### src/rtl/out_seq_ctrl_pkg.sv
// Shared definitions for the output sequencing controller, the compute core
// and the result register: state codes and result-word geometry.
package out_seq_ctrl_pkg;

    // State codes on st. CAPT = 3'b101 is decoded by the result register
    // as its capture strobe, so these values must not be renumbered.
    localparam logic [2:0] ST_IDLE = 3'b000;
    localparam logic [2:0] ST_LOAD = 3'b001;
    localparam logic [2:0] ST_CALC = 3'b010;
    localparam logic [2:0] ST_CAPT = 3'b101;
    localparam logic [2:0] ST_SEND = 3'b110;
    localparam logic [2:0] ST_FIN  = 3'b111;

    // Result register geometry: NWORDS words of WW bits each.
    localparam int NWORDS = 8;
    localparam int WW     = 32;

    // Maps the sequential word count onto the DOk index. For a 3-bit count,
    // 7 - cnt is the bitwise complement, so MSW-first order needs no subtractor.
    function automatic logic [2:0] word_index(input logic [2:0] cnt, input logic msw_first);
        return msw_first ? ~cnt : cnt;
    endfunction

endpackage

### src/rtl/out_seq_ctrl.sv
// Sequencing controller for the 256-bit result register: drives the shared
// state code and round counter, then streams the eight result words over a
// 32-bit valid/ready interface and pulses DONE after the last transfer.
module out_seq_ctrl
    import out_seq_ctrl_pkg::*;
#(
    parameter int unsigned ROUNDS    = 64,
    parameter int unsigned RW        = 6,
    parameter bit          MSW_FIRST = 1'b0
) (
    input  logic          CLK,
    input  logic          rst,
    input  logic          start,
    input  logic [WW-1:0] DO0,
    input  logic [WW-1:0] DO1,
    input  logic [WW-1:0] DO2,
    input  logic [WW-1:0] DO3,
    input  logic [WW-1:0] DO4,
    input  logic [WW-1:0] DO5,
    input  logic [WW-1:0] DO6,
    input  logic [WW-1:0] DO7,
    output logic [2:0]    st,
    output logic [RW-1:0] RND,
    output logic [WW-1:0] ODATA,
    output logic          OVALID,
    input  logic          OREADY,
    output logic [2:0]    OIDX,
    output logic          BUSY,
    output logic          DONE
);

    // Terminal round value; ROUNDS = 2^RW still fits because the compare
    // is against ROUNDS-1.
    localparam logic [RW-1:0] RND_LAST = RW'(ROUNDS - 1);

    logic [2:0]    st_q;
    logic [2:0]    st_d;
    logic [RW-1:0] rnd_q;
    logic [2:0]    cnt_q;
    logic          in_send;
    logic          xfer;
    logic          last_round;
    logic          last_word;

    assign in_send    = (st_q == ST_SEND);
    assign xfer       = in_send & OREADY;
    assign last_round = (rnd_q == RND_LAST);
    assign last_word  = (cnt_q == 3'(NWORDS - 1));

    // Next-state decode; unused codes fall back to IDLE.
    always_comb begin
        // NOTE: default first so every path assigns st_d and no latch is inferred.
        st_d = st_q;
        case (st_q)
            ST_IDLE: if (start) st_d = ST_LOAD;
            ST_LOAD: st_d = ST_CALC;
            ST_CALC: if (last_round) st_d = ST_CAPT;
            ST_CAPT: st_d = ST_SEND;
            ST_SEND: if (xfer && last_word) st_d = ST_FIN;
            ST_FIN:  st_d = ST_IDLE;
            default: st_d = ST_IDLE;
        endcase
    end

    // State register with synchronous reset taking priority over everything.
    always_ff @(posedge CLK) begin
        // NOTE: sequential state uses non-blocking assignments so all registers
        // update together from pre-edge values.
        if (rst) begin
            st_q <= ST_IDLE;
        end else begin
            st_q <= st_d;
        end
    end

    // Round counter: counts only in CALC and sits at zero everywhere else,
    // including the cycle after the terminal round.
    always_ff @(posedge CLK) begin
        if (rst) begin
            rnd_q <= '0;
        end else if (st_q == ST_CALC && !last_round) begin
            rnd_q <= rnd_q + RW'(1);
        end else begin
            rnd_q <= '0;
        end
    end

    // Word counter: cleared in CAPT, advances on each accepted word; its
    // natural 7 -> 0 wrap coincides with the exit to FIN.
    always_ff @(posedge CLK) begin
        if (rst) begin
            cnt_q <= '0;
        end else if (st_q == ST_CAPT) begin
            cnt_q <= '0;
        end else if (xfer) begin
            cnt_q <= cnt_q + 3'd1;
        end
    end

    assign st     = st_q;
    assign RND    = rnd_q;
    assign OVALID = in_send;
    assign BUSY   = (st_q != ST_IDLE);
    assign DONE   = (st_q == ST_FIN);
    assign OIDX   = in_send ? word_index(cnt_q, MSW_FIRST) : 3'd0;

    // 8:1 word mux onto ODATA, forced to zero outside SEND.
    always_comb begin
        ODATA = '0;
        if (in_send) begin
            case (OIDX)
                3'd0:    ODATA = DO0;
                3'd1:    ODATA = DO1;
                3'd2:    ODATA = DO2;
                3'd3:    ODATA = DO3;
                3'd4:    ODATA = DO4;
                3'd5:    ODATA = DO5;
                3'd6:    ODATA = DO6;
                default: ODATA = DO7;
            endcase
        end
    end

endmodule

### config.mk
export PLATFORM = sky130hd
export DESIGN_NAME = out_seq_ctrl
export DESIGN_NICKNAME = d
export VERILOG_FILES = /design/src/rtl/out_seq_ctrl_pkg.sv /design/src/rtl/out_seq_ctrl.sv
export SDC_FILE = /design/constraint.sdc
export NUM_CORES = 1
export LEC_CHECK = 0
export BUFFER_PORTS_ARGS = -buffer_cell sky130_fd_sc_hd__clkbuf_2
export CAP_MARGIN = 20
export CORE_AREA = 2 2 119 121
export DETAILED_ROUTE_END_ITERATION = 12
export DIE_AREA = 0 0 121 123
export GPL_TIMING_DRIVEN = 0
export PLACE_DENSITY = 0.58
export SLEW_MARGIN = 5
export SYNTH_ARGS = -nofsm -noshare
export SYNTH_HDL_FRONTEND = slang
export SYNTH_SLANG_ARGS = --single-unit
export TNS_END_PERCENT = 20
### constraint.sdc
create_clock -name CLK -period 5 [get_ports CLK]
set_clock_uncertainty 0.15 [all_clocks]
set_input_delay 0 -clock CLK [delete_from_list [all_inputs] [get_ports CLK]]
set_output_delay 0 -clock CLK [all_outputs]
set_load 0.02 [all_outputs]
==> impl_metrics.prom <==
# TYPE chip_impl_metric gauge
chip_impl_info{name="outcome",value="finished clean"} 1
chip_impl_metric{name="layout-drive-gt1-share",unit="%"} 65.8
chip_impl_info{name="synthTopCellsByArea",value="sky130_fd_sc_hd__mux2_2 20%, sky130_fd_sc_hd__a221oi_2 11%, sky130_fd_sc_hd__and3_1 8.1%"} 1
chip_impl_info{name="yosys_top_cell_by_area",value="sky130_fd_sc_hd__mux2_2"} 1
chip_impl_metric{name="total_cts_buffers",unit=""} 3
chip_impl_info{name="layout_common_cells",value="306 x sky130_fd_sc_hd__clkbuf_2, 56 x sky130_fd_sc_hd__mux2_2, 41 x sky130_fd_sc_hd__and3_1, 33 x sky130_fd_sc_hd__o21ai_0"} 1
chip_impl_metric{name="power.density_cell_area",unit="nW/um^2"} 82.0
chip_impl_info{name="r2r-end",value="cnt_q[0]"} 1
chip_impl_metric{name="report.final.hold_viol_count",unit=""} 0
chip_impl_metric{name="syn2layout_area_growth",unit="%"} 58.7
chip_impl_metric{name="globalRouteTotalUtil",unit="%"} 19.9
chip_impl_info{name="worstSetupEndpoint",value="ODATA[11]"} 1
chip_impl_metric{name="net_switching_share_of_the_total_power",unit="%"} 24.2
chip_impl_info{name="crit_path_start",value="st[2]"} 1
chip_impl_metric{name="site_rows",unit=""} 43
chip_impl_metric{name="cts.path.max_buffers",unit=""} 2
chip_impl_metric{name="r2r_setup_slack",unit="ns"} 3.06
chip_impl_metric{name="worstPathArrival",unit="ns"} 2.50
chip_impl_metric{name="synthesis.area",unit="sq um"} 3150
chip_impl_info{name="criticalPathCategory",value="reg2out"} 1
chip_impl_metric{name="ys.warnings.count",unit=""} 0
chip_impl_metric{name="post-route-min-period",unit="ns"} 2.65
chip_impl_metric{name="hpwl_reported_at_the_end_of_detailed_placement",unit="mm"} 13.8
chip_impl_metric{name="clock_latency",unit="ns"} 0.24
chip_impl_metric{name="wire_length_of_the_first_global_routing_pass",unit="mm"} 22.9
chip_impl_info{name="timing.critical_path.cells",value="nand3b_4 -> inv_2 -> buf_2 -> clkbuf_1 -> o21ai_0 -> a21oi_2 -> clkbuf_2"} 1
chip_impl_metric{name="drc_errors",unit=""} 0
chip_impl_metric{name="setup-tns-final",unit="ns"} 0
chip_impl_metric{name="yosys.cell_types.count",unit=""} 45
chip_impl_info{name="yosys_most_used_dff",value="sky130_fd_sc_hd__dfxtp_1"} 1
chip_impl_metric{name="global_route.overflow_total",unit=""} 0
chip_impl_metric{name="io_buffers",unit=""} 306
chip_impl_metric{name="fin_crit_sh",unit="%"} 53.1
chip_impl_metric{name="die_x",unit="um"} 121
chip_impl_metric{name="detail_route.vias_per_cell",unit=""} 4.86
chip_impl_info{name="grt_setup_unrepaired",value="false"} 1
chip_impl_metric{name="n_antenna_cell",unit=""} 0
chip_impl_metric{name="fin_total_pwr",unit="mW"} 0.411
chip_impl_metric{name="reg2reg_depth",unit=""} 7
chip_impl_metric{name="netSwitchingPower",unit="mW"} 0.0993
chip_impl_info{name="worst_setup_path_start_kind",value="register"} 1
chip_impl_metric{name="net_count_after_synthesis",unit=""} 642
chip_impl_metric{name="largest_net_degree_at_the_start_of_global_routing",unit=""} 11
chip_impl_info{name="hold_class",value="in2reg"} 1
chip_impl_metric{name="n_fill_cell",unit=""} 1469
chip_impl_metric{name="cellLeakagePower",unit="nW"} 2.58
chip_impl_metric{name="finalMaxSlewViolations",unit=""} 0
chip_impl_metric{name="die-height",unit="um"} 123
chip_impl_info{name="endpoint_kind",value="primary output"} 1
chip_impl_metric{name="io_pins",unit=""} 307
chip_impl_metric{name="post_synth_edffs",unit=""} 0
chip_impl_metric{name="detail-route-antenna-nets",unit=""} 0
chip_impl_metric{name="fin_worst_hold_slack",unit="ns"} 0.139
chip_impl_metric{name="initial_antenna_violation_count",unit=""} 0
chip_impl_metric{name="cts.sink_count",unit=""} 12
chip_impl_metric{name="power.share.sequential",unit="%"} 24.3
chip_impl_info{name="worstReg2RegStart",value="st[2]"} 1
chip_impl_metric{name="clock.fmax",unit="GHz"} 0.377
chip_impl_metric{name="crit_required",unit="ns"} 4.85
chip_impl_metric{name="synth.top_cell.area_share",unit="%"} 20.0
chip_impl_metric{name="path_clk_slew",unit="ns"} 0.04
chip_impl_metric{name="start_util",unit="%"} 23.2
chip_impl_metric{name="cp_slowest_stage_delay",unit="ns"} 0.64
chip_impl_metric{name="gp_congestion",unit=""} 0.814
chip_impl_metric{name="slew_headroom",unit="%"} 57.6
chip_impl_metric{name="ff_latch_count_synth",unit=""} 12
chip_impl_metric{name="first_global_vias",unit=""} 4060
chip_impl_metric{name="intPower",unit="mW"} 0.311
chip_impl_info{name="clock_root_cell",value="sky130_fd_sc_hd__clkbuf_16"} 1
chip_impl_metric{name="routed_wl",unit="mm"} 16.0
chip_impl_metric{name="setup_viol",unit=""} 0
chip_impl_metric{name="netlist_instances",unit=""} 379
chip_impl_metric{name="avgRoutedWirePerCell",unit="um"} 18.4
chip_impl_info{name="cell_with_the_biggest_individual_delay_on_the_critical_path",value="sky130_fd_sc_hd__dfxtp_1"} 1
chip_impl_info{name="tritoncts",value="yes"} 1
chip_impl_metric{name="route.vias.total",unit=""} 4227
chip_impl_metric{name="drv_cap",unit=""} 0
chip_impl_metric{name="combinationalPowerShare",unit="%"} 41.1
chip_impl_info{name="layout.cells.most_common",value="sky130_fd_sc_hd__clkbuf_2"} 1
chip_impl_metric{name="clkPwrFrac",unit="%"} 34.6
chip_impl_metric{name="peakVddDrop",unit="V"} 0.000172
chip_impl_metric{name="synth-async-reset-ratio",unit="%"} 0
chip_impl_metric{name="core_region_area",unit="sq um"} 13600
chip_impl_metric{name="die_area",unit="sq um"} 14900
chip_impl_metric{name="nets",unit=""} 955
chip_impl_metric{name="proportion_of_synthesized_chip_area_in_sequential_cells",unit="%"} 7.62
chip_impl_metric{name="iteration_0_drc_count_of_the_detailed_router",unit=""} 172
chip_impl_metric{name="syn_area_per_cell",unit="sq um"} 8.32
chip_impl_metric{name="drt_pass1_iterations",unit=""} 4
chip_impl_metric{name="path_max_fanout",unit=""} 10
chip_impl_metric{name="number_of_h_tree_levels",unit=""} 1
chip_impl_metric{name="worst_slew_pin_slew",unit="ns"} 0.632
==> how the worst min path moves through the flow <==
| stage | startpoint | end | slack, ns | depth (start not counted) |
|---|---|---|---|---|
| 2_1_floorplan | rst | st[1] | -0.08 | 1 |
| 3_3_place_gp | rst | st[2] | 0.08 | 2 |
| 3_5_place_dp | rst | st[2] | 0.08 | 2 |
| 4_1_cts | start | st[0] | 0.14 | 4 |
| 5_1_grt | start | st[0] | 0.15 | 4 |
| 6_report | start | st[0] | 0.14 | 4 |
==> sequential cells by signal, indices dropped and copies added, names as in the netlist <==
register  flops
RND           6
st            3
cnt_q         3
==> worst max-delay path: cells and delay by family, from the launching register on <==
family,cells,cell delay (ns)
buffers and inverters,4,1.01
flip-flops,1,0.64
AO/OA/AOI/OAI,2,0.40
AND/OR/NAND/NOR,1,0.21
==> logic make-up after synthesis <==
family	count (synthesis)	share of synthesized area (%)
flip-flops	12	7.62
multiplexers	56	20.0
AO/OA/AOI/OAI	138	38.5
XOR/XNOR	5	1.39
AND/OR/NAND/NOR	121	23.0
adder cells (fa/ha/maj)	3	1.19
buffers and inverters	44	8.37
==> layer usage <==
| metal | global-route usage [%] | share of wire (%) | vias up |
|---|---|---|---|
| li1 | - | - | 2099 |
| met4 | 1.89 | 0.64 | 0 |
| met5 | 0 | 0 | - |
| met2 | 35.6 | 50 | 187 |
| met3 | 3.32 | 7.7 | 8 |
| met1 | 26.0 | 41 | 1933 |
==> cells in the mapped netlist, drive strengths merged, types with 2 or more instances <==
library cell  count
a2111oi           9
a21oi            37
a221oi           23
a22oi            31
and2              5
and3             42
buf              20
clkbuf           22
dfxtp            12
ha                3
inv               2
mux2             56
nand2             8
nand3             6
nor2             17
nor2b             3
nor3              8
o21ai            33
o31ai             2
or2              24
xnor2             2
xor2              3
==> area by class of cell <==
class / count / area [sq um] / share of cell area [%]
Multi-Input combinational cell: 323 / 2650 / 52.9
Sequential cell: 12 / 240 / 4.80
Inverter: 2 / 7.51 / 0.150
Tap cell: 180 / 225 / 4.50
Buffer: 42 / 256 / 5.13
Timing Repair Buffer: 308 / 1550 / 31.0
Clock buffer: 3 / 75.1 / 1.50
==> power groups by stage <==
| stage | Sequential, mW | Combinational (mW) | Clock [mW] |
|---|---|---|---|
| after detailed placement | 0.101 | 0.167 | 0 |
| after CTS | 0.0997 | 0.169 | 0.145 |
| final | 0.0997 | 0.169 | 0.142 |
| after global placement | 0.101 | 0.166 | 0 |
| after global routing | 0.0999 | 0.185 | 0.153 |
| after floorplan | 0.103 | 0.0530 | 0 |
==> stage by stage <==
stage,utilization [%],cells,area (sq um),setup WS (ns)
6_report,36.8,870,5000,2.35
5_1_grt,36.8,870,5000,2.08
4_1_cts,36.8,870,5000,2.28
3_5_place_dp,36.1,865,4910,2.56
3_3_place_gp,36.1,865,4910,2.55
2_1_floorplan,-,379,3150,3.01
==> what timing repair did <==
item                                   CTS  global route
hold buffers                             2             0
resized for setup                        0             0
endpoints found under the hold margin    6             0
setup buffers                            0             0
Note: power is estimated with default switching activity, not from simulation.
